`config.mk`:
```
export PLATFORM = sky130hd
export DESIGN_NAME = viterbi_simple_v2
export DESIGN_NICKNAME = d
export VERILOG_FILES = /design/src/rtl/viterbi_simple_v2.sv
export SDC_FILE = /design/constraint.sdc
export NUM_CORES = 2
export LEC_CHECK = 0
export ABC_CLOCK_PERIOD_IN_PS = 18000
export BUFFER_PORTS_ARGS = -buffer_cell sky130_fd_sc_hd__buf_2
export CORE_UTILIZATION = 50
export DETAILED_ROUTE_END_ITERATION = 8
export PLACE_DENSITY = 0.7
export RECOVER_POWER = 25
export SLEW_MARGIN = 10
export SYNTH_ARGS = -nofsm -noshare
export SYNTH_HDL_FRONTEND = slang
export SYNTH_SLANG_ARGS = --single-unit
export TNS_END_PERCENT = 100
```
`constraint.sdc`:
```
create_clock -name clk -period 18 [get_ports clk]
set_input_delay 0.9 -clock clk [delete_from_list [all_inputs] [get_ports clk]]
set_output_delay 0.9 -clock clk [all_outputs]
set_load 0.02 [all_outputs]
```
`src/rtl/viterbi_simple_v2.sv`:
```
// viterbi_simple_v2 - frame-based hard-decision Viterbi decoder, rate 1/2.
//
// Decodes a whole frame of received 2-bit symbols held on a parallel array.
// One add-compare-select step over all trellis states per cycle, then one
// traceback step per cycle, then the decoded bits are held with a sticky done.
//
// Encoder being inverted: state st (M bits) starts at 0; for input u,
// r = {st,u}, symbol = {^(r&G0), ^(r&G1)}, next state = {st[M-2:0],u}.
//
// Ports:
//   clk        clock, all logic on the rising edge
//   rst        synchronous active-low reset
//   start      one-cycle pulse, accepted only in IDLE or DONE
//   frame_len  frame length in symbols, latched when start is accepted
//   syms_in    received symbols, syms_in[t] = {c0,c1}; held until done
//   done       high once the decoded frame is available
//   out_len    decoded length (latched frame_len)
//   bits_out   decoded bits, bits_out[t] = info bit at time t; 0 beyond len
module viterbi_simple_v2 #(
    parameter int             K  = 3,
    parameter logic [K-1:0]   G0 = 3'b111,
    parameter logic [K-1:0]   G1 = 3'b101
) (
    input  logic       clk,
    input  logic       rst,
    input  logic       start,
    input  logic [7:0] frame_len,
    input  logic [1:0] syms_in [0:255],
    output logic       done,
    output logic [7:0] out_len,
    output logic       bits_out [0:255]
);

    localparam int M = K - 1;
    localparam int S = 1 << M;

    typedef enum logic [1:0] {
        IDLE      = 2'd0,
        ACS       = 2'd1,
        TRACEBACK = 2'd2,
        DONE      = 2'd3
    } state_t;

    state_t       state;
    logic [7:0]   t;
    logic [7:0]   len;
    logic [M-1:0] tb_state;

    logic [11:0]  metric [S];
    logic [S-1:0] surv   [0:256-1];

    logic [11:0]  cand0      [S];
    logic [11:0]  cand1      [S];
    logic [11:0]  new_metric [S];
    logic [S-1:0] new_surv;
    logic [M-1:0] best_state;
    logic [11:0]  best_m;
    logic         accept;

    // Predecessor of state ns when the bit shifted out of the encoder was x.
    function automatic logic [M-1:0] pred(input logic [M-1:0] ns, input logic x);
        return {x, ns[M-1:1]};
    endfunction

    // Hamming distance between the symbol the encoder emits leaving state p
    // on input u and the received symbol.
    function automatic logic [1:0] branch_metric(input logic [M-1:0] p,
                                                 input logic       u,
                                                 input logic [1:0] sym);
        logic [K-1:0] r;
        logic [1:0]   d;
        r = {p, u};
        d = {^(r & G0), ^(r & G1)} ^ sym;
        return {1'b0, d[1]} + {1'b0, d[0]};
    endfunction

    assign accept = start && (state == IDLE || state == DONE);

    // NOTE: every variable written here gets a value on every pass through the
    // block (the loops cover all indices, scalars are set up front), so no
    // latches are inferred; blocking assignments are correct in combinational
    // logic because later statements must see the earlier results.
    always_comb begin
        new_surv   = '0;
        for (int i = 0; i < S; i++) begin
            cand0[i] = metric[pred(i[M-1:0], 1'b0)]
                     + 12'(branch_metric(pred(i[M-1:0], 1'b0), i[0], syms_in[t]));
            cand1[i] = metric[pred(i[M-1:0], 1'b1)]
                     + 12'(branch_metric(pred(i[M-1:0], 1'b1), i[0], syms_in[t]));
            // Tie goes to the x=0 predecessor.
            if (cand0[i] <= cand1[i]) begin
                new_metric[i] = cand0[i];
                new_surv[i]   = 1'b0;
            end else begin
                new_metric[i] = cand1[i];
                new_surv[i]   = 1'b1;
            end
        end

        // Strict compare keeps the lowest index on equal metrics.
        best_state = '0;
        best_m     = new_metric[0];
        for (int i = 1; i < S; i++) begin
            if (new_metric[i] < best_m) begin
                best_m     = new_metric[i];
                best_state = i[M-1:0];
            end
        end
    end

    // NOTE: path metrics and survivor memory carry no reset; every frame
    // initialises the metrics on start and writes each survivor row before
    // traceback reads it, so reset logic here would only cost fan-out.
    always_ff @(posedge clk) begin
        if (accept) begin
            for (int i = 0; i < S; i++) begin
                metric[i] <= (i == 0) ? 12'd0 : 12'd1023;
            end
        end else if (state == ACS) begin
            metric  <= new_metric;
            surv[t] <= new_surv;
        end
    end

    // NOTE: sequential state uses non-blocking assignments only, so every
    // register samples pre-edge values regardless of statement order.
    always_ff @(posedge clk) begin
        if (!rst) begin
            state    <= IDLE;
            t        <= '0;
            len      <= '0;
            tb_state <= '0;
            done     <= 1'b0;
            out_len  <= '0;
            for (int i = 0; i < 256; i++) begin
                bits_out[i] <= 1'b0;
            end
        end else begin
            case (state)
                IDLE, DONE: begin
                    if (state == DONE) begin
                        done    <= 1'b1;
                        out_len <= len;
                    end
                    // Later assignments below override the DONE hold on start.
                    if (start) begin
                        len  <= frame_len;
                        t    <= '0;
                        done <= 1'b0;
                        for (int i = 0; i < 256; i++) begin
                            bits_out[i] <= 1'b0;
                        end
                        if (frame_len == 8'd0) begin
                            state   <= DONE;
                            out_len <= '0;
                        end else begin
                            state <= ACS;
                        end
                    end
                end

                ACS: begin
                    if (t == len - 8'd1) begin
                        tb_state <= best_state;
                        state    <= TRACEBACK;
                    end else begin
                        t <= t + 8'd1;
                    end
                end

                TRACEBACK: begin
                    bits_out[t] <= tb_state[0];
                    tb_state    <= {surv[t][tb_state], tb_state[M-1:1]};
                    if (t == 8'd0) begin
                        state <= DONE;
                    end else begin
                        t <= t - 8'd1;
                    end
                end

                default: state <= IDLE;
            endcase
        end
    end

endmodule

```
# --- After elaboration in Yosys (flattened, before gate mapping) ---
# Memory sizes are Yosys's and may differ from the RTL's. A register that Yosys moved wholly into a read port is not among the register bits.
# Index checks and enable logic that the tools add are counted.
totals:
  in_bits: 523
  mem_count: 1
  mem_bits_ro: 0
  mem_bits_rw: 1024
  output_inout_bits: 265
  register_bits: 333
  latchBits: 0
  elab_cells: 365
op_classes:
  n_eq_ne: 9
  n_mux: 44
  n_reduce_logical: 16
  order_cmp: 10
  add_sub_neg: 15
  n_bitwise: 4
  n_div: 0
  shift: 0
  multipliers: 0
mem_list:
  columns: ["memory", "words", "word_bits", "read_ports", "rd_ports_with_merged_regs", "write_ports", "line", "rtl"]
  rows:
  - ["surv", 256, 4, 1, 1, 1, "50", "logic [S-1:0] surv [0:256-1];"]
ops:
  columns: ["operator", "n"]
  rows:
  - ["one-hot mux 256 bit (2 select lines)", 1]
  - ["bitwise mux 256 bit", 1]
  - ["two-way mux 256 bit", 1]
  - ["adder 12 x 2 -> 12 bit", 8]
  - ["two-way mux 12 bit", 6]
  - ["two-way mux 8 bit", 8]
  - ["<= comparator 12 bit", 4]
  - ["less-than comparator 12 bit", 3]
  - ["one-hot mux 8 bit (3 select lines)", 1]
  - ["two-way mux 2 bit", 9]
  - ["binary-select mux 2 bit (select 8 bit)", 1]
  - ["logical NOT 8 bit", 2]
  - ["subtractor 8 x 1 -> 8 bit (second input constant)", 2]
  - ["two-way mux 1 bit", 12]
  - ["greater-or-equal comparator 9 bit (second input constant)", 1]
  - ["less-than comparator 9 x 1 -> 1 bit (second input constant)", 1]
  - ["NOT 8 -> 9 bit", 1]
  - ["adder 1 x 1 -> 2 bit", 4]
  - ["adder 8 x 1 -> 8 bit (second input constant)", 1]
  - ["demux 1 bit (select 8 bit)", 1]
  - ["== test 8 bit", 1]
  - ["inequality test 2 bit (second input constant)", 4]
  - ["AND reduction 2 bit", 4]
  - ["one-hot mux 2 bit (3 select lines)", 1]
  - ["other kinds (14)", 20]

# --- Longest topological paths before layout ---
depth:
  word_depth: 17
  ltp_mapped: 55

# --- Least setup slack after synthesis ---
# No wires, ideal clock.
synth_path:
  path_kind: "register -> register"
  startpoint: "register t[1]"
  endpoint: "register tb_state[1]"
  slack_ns: 2.108
  t_required_ns: 17.897
  arrival_ns: 15.788
  setup_ns: 0.103
  path_buffers: 6
  stages_incl_launch_ff: 51
  cell_sequence: "dfxtp_1 -> buf_2 -> buf_1 -> clkbuf_1 -> mux4_2 -> mux4_2 -> mux2i_1 -> o21ai_0 -> mux4_2 -> nor2_1 -> ha_1 -> ha_1 -> nor2b_1 -> o21ai_0 -> a211oi_1 -> and3_1 -> nand3_1 -> xor2_1 -> [... 15 more ...] -> a21o_1 -> a21o_1 -> a21o_1 -> a211oi_1 -> o21ai_0 -> o41a_1 -> clkbuf_1 -> a21o_1 -> ha_1 -> a21o_1 -> a21o_1 -> a21o_1 -> a21oi_1 -> o211ai_1 -> nor2_1 -> or4b_1 -> a31o_1 -> a2111oi_2"
synth_lines:
  columns: ["item", "line", "rtl"]
  rows:
  - ["start, declared", "45", "logic [7:0] t;"]
  - ["start signal, assigned", "167", "t <= t + 8'd1;"]
  - ["start signal, assigned", "177", "t <= t - 8'd1;"]
  - ["end signal, assigned", "164", "tb_state <= best_state;"]
  - ["end signal, assigned", "173", "tb_state <= {surv[t][tb_state], tb_state[M-1:1]};"]
  - ["end, declared", "47", "logic [M-1:0] tb_state;"]

==> run_results.csv <==
group,metric,value,unit
sta,fmax,0.06461,GHz
hold_path,min_from,"frame_len[2]",
logic_synthesis,ys_seq_area_share,61.21,%
sta,finClkSkew,38.10,ps
clocking,cts_tree,"yes",
worst_setup_path,crit_fanout,73,
sta,rsz0062_at_grt,"no",
detailed_routing,wire_per_inst,28.77,um
clocking,cts_setup_buffers,0,
worst_setup_path,cpMaxStageDelayCell,"clkbuf_1",
final_layout,drive_gt1_share,23.81,%
final_layout,multi_input_area,22200,um2
floorplanning,io_pins,788,
floorplanning,dieArea,124200,um2
global_route,overflow,0,
logic_synthesis,yosys.area.top_type,"edfxtp_1",
clocking,htreeDepth,4,
clocking,root_buffer,"clkbuf_16",
placed_design,place.gp.congestion,0.9699,
placed_design,numPortBuffers,787,
placed_design,hpwl,134200,um
floorplanning,start_util,50.44,%
logic_synthesis,synth.top_cell.area_share,50.09,%
worst_setup_path,worst_setup_path_end_kind,"flop",
worst_setup_path,start_kind,"flop",
sta,layout_min_cycle_time,15480,ps
sta,finalSetupViolCount,0,
detailed_routing,vias,42210,
detailed_routing,wl,193000,um
logic_synthesis,synth-seq-cells,1365,
worst_setup_path,r2r-end,"tb_state[1]",
status,status,"complete, but fails checks",
clocking,numCtsBuffers,141,
logic_synthesis,synth_cell_type_count,82,
clocking,clk_pin_slew_worst_paths,60,ps
logic_synthesis,netlist_top_cells_count,"1024 x edfxtp_1, 455 x nor2_1, 359 x mux4_2, 341 x dfxtp_1, 332 x a21oi_1",
placed_design,dp_slack,3724,ps
logic_synthesis,ys.flop_type,"edfxtp_1",
status,violations,"max-capacitance violations, max-slew violations",
global_route,gr-usage-all-layers,30.66,%
worst_setup_path,path_class,"reg2reg",
final_layout,stdcell_count,6708,
clocking,cts.path.max_buffers,3,
run,max-cap-violations,8,
logic_synthesis,syn_area,61390,um2
floorplanning,rows,128,
clocking,clock_latency,750,ps
final_layout,final_nets,5596,
global_route,grt_antenna_before_repair,40,
logic_synthesis,netlist_top_cells_area,"edfxtp_1 50%, mux4_2 13%, dfxtp_1 11%",
logic_synthesis,ys_warn_count,0,
placed_design,placedCellCount,6443,
logic_synthesis,synth-async-reset-ratio,0,%
detailed_routing,firstDrtPassIters,8,
hold_path,worstHoldPathType,"in2reg",
final_layout,syn_to_final_growth,15.32,%
logic_synthesis,synth-edff-count,1024,
clocking,ctsResizeCount,0,
worst_setup_path,path_common_cell,"a21o_1",
final_layout,seq_area,37600,um2
detailed_routing,ant_nets,0,
global_route,grt_pass1_vias,41190,
logic_synthesis,yosysMostFrequentCell,"edfxtp_1",
final_layout,final_core_util,58.17,%
global_route,grt_pass1_wl,279400,um
hold_path,hold_end,"len[2]",
clocking,cts_num_sinks,1365,
clocking,postCtsHoldBufs,0,
sta,tightest_slew,2371,ps
floorplanning,fp.dieW,352.4,um
detailed_routing,drt-initial-drc-count,5344,
detailed_routing,vias_per_cell,6.292,
sta,fin_tns_setup,0,ps
logic_synthesis,syn_avg_cell_area,14.38,um2
global_route,grt_max_degree,181,
logic_synthesis,synth_nets,4903,
worst_setup_path,rr_worst_depth,48,
logic_synthesis,synth_cells,4268,
worst_setup_path,arrival,16130,ps
worst_setup_path,cp_data_required_time,18650,ps
floorplanning,core,121700,um2
hold_path,min_path_cells,3,
sta,period_share,85.99,%
worst_setup_path,regToRegStartpoint,"t[1]",
final_layout,num-fill-cells,9606,
sta,slew_viol_final,234,
worst_setup_path,critical_path.max_stage_delay,1750,ps
sta,finalHoldViolCount,0,
floorplanning,die_h,352.4,um
sta,max_slew_margin,-58.06,%
sta,setup_ws,2521,ps
worst_setup_path,reg2reg_slack,2520,ps
detailed_routing,drcViolationCount,0,
==> layer usage <==
metal / track usage [%] / wire (um)
met5: 0 / 174
met4: 12.73 / 7894
met3: 9.138 / 24060
met2: 46.62 / 88120
met1: 41.17 / 72770
==> cells by family (layout without fill, tap and decap cells) <==
logic type,after synthesis,count (layout),synth area share [%]
flops,1365,1365,61.21
compound gates,932,932,9.909
simple gates,815,815,5.839
mux,561,561,16.47
buf+inv,382,1179,2.764
fa+ha+maj,112,112,2.368
xor+xnor,101,101,1.441
other cells,0,18,0
==> state kept, by name (all words and copies together), names as in the netlist, named ones only <==
signal	flops
out_len	8
surv	1024
metric	48
len	8
done	1
state	2
t	8
bits_out	256
tb_state	2
==> placed cells by master (no fill, tap or decap), drive strengths merged, types with 18 or more instances in the layout <==
cell type  Yosys  layout
nor2b         35      35
buf          102     608
nor3          19      19
a22o          22      22
inv           42      48
dfxtp        341     341
a22oi        105     105
mux4         359     359
nand2b        20      20
nand4         22      22
xor2          53      53
ha           105     105
nor2         456     456
nand2        131     131
xnor2         48      48
mux2i        199     199
edfxtp      1024    1024
clkinv         2      49
nand3         69      69
a211oi       266     266
diode          0      18
a21o          34      34
a21oi        333     333
clkbuf       236     465
o21ai         70      70
==> layout make-up <==
cell class	count	share of cell area, %
diodes	18	0.06362
inverters	44	0.2404
well taps	1625	2.872
clock inverters	62	0.7564
repair buffers	888	6.122
multi-input cells	2521	31.36
clock buffers	185	5.480
flip-flops and latches	1365	53.11
==> worst max path at each step <==
| stage | startpoint | to | depth (start not counted) |
|---|---|---|---|
| after floorplan | t[1] | tb_state[1] | 50 |
| after global placement | t[1] | tb_state[1] | 48 |
| after detailed placement | t[1] | tb_state[1] | 48 |
| after CTS | t[1] | tb_state[1] | 48 |
| after global routing | t[1] | tb_state[1] | 48 |
| final | t[1] | tb_state[1] | 48 |
==> worst max-delay path, delay by kind of cell (launching register included) <==
family | cells | cell delay, ps
muxes | 5 | 2480
adders and majority gates | 6 | 1650
buffers and inverters | 5 | 3220
and+or+nand+nor | 8 | 1640
DFF | 1 | 1020
xor gates and xnor gates | 1 | 180
AOI/OAI and AO/OA | 23 | 5130
==> through the flow <==
stage / hold WS [ps] / cell area (um2)
floorplan: 469.6 / 61390
global placement: 496.3 / 66770
detailed placement: 500.9 / 66770
CTS: 384.3 / 71180
global route: 430.4 / 70780
finish: 418.7 / 70800
Power is not shown: default switching activity piles up to over one toggle a cycle in this logic, so the estimate is an artifact.
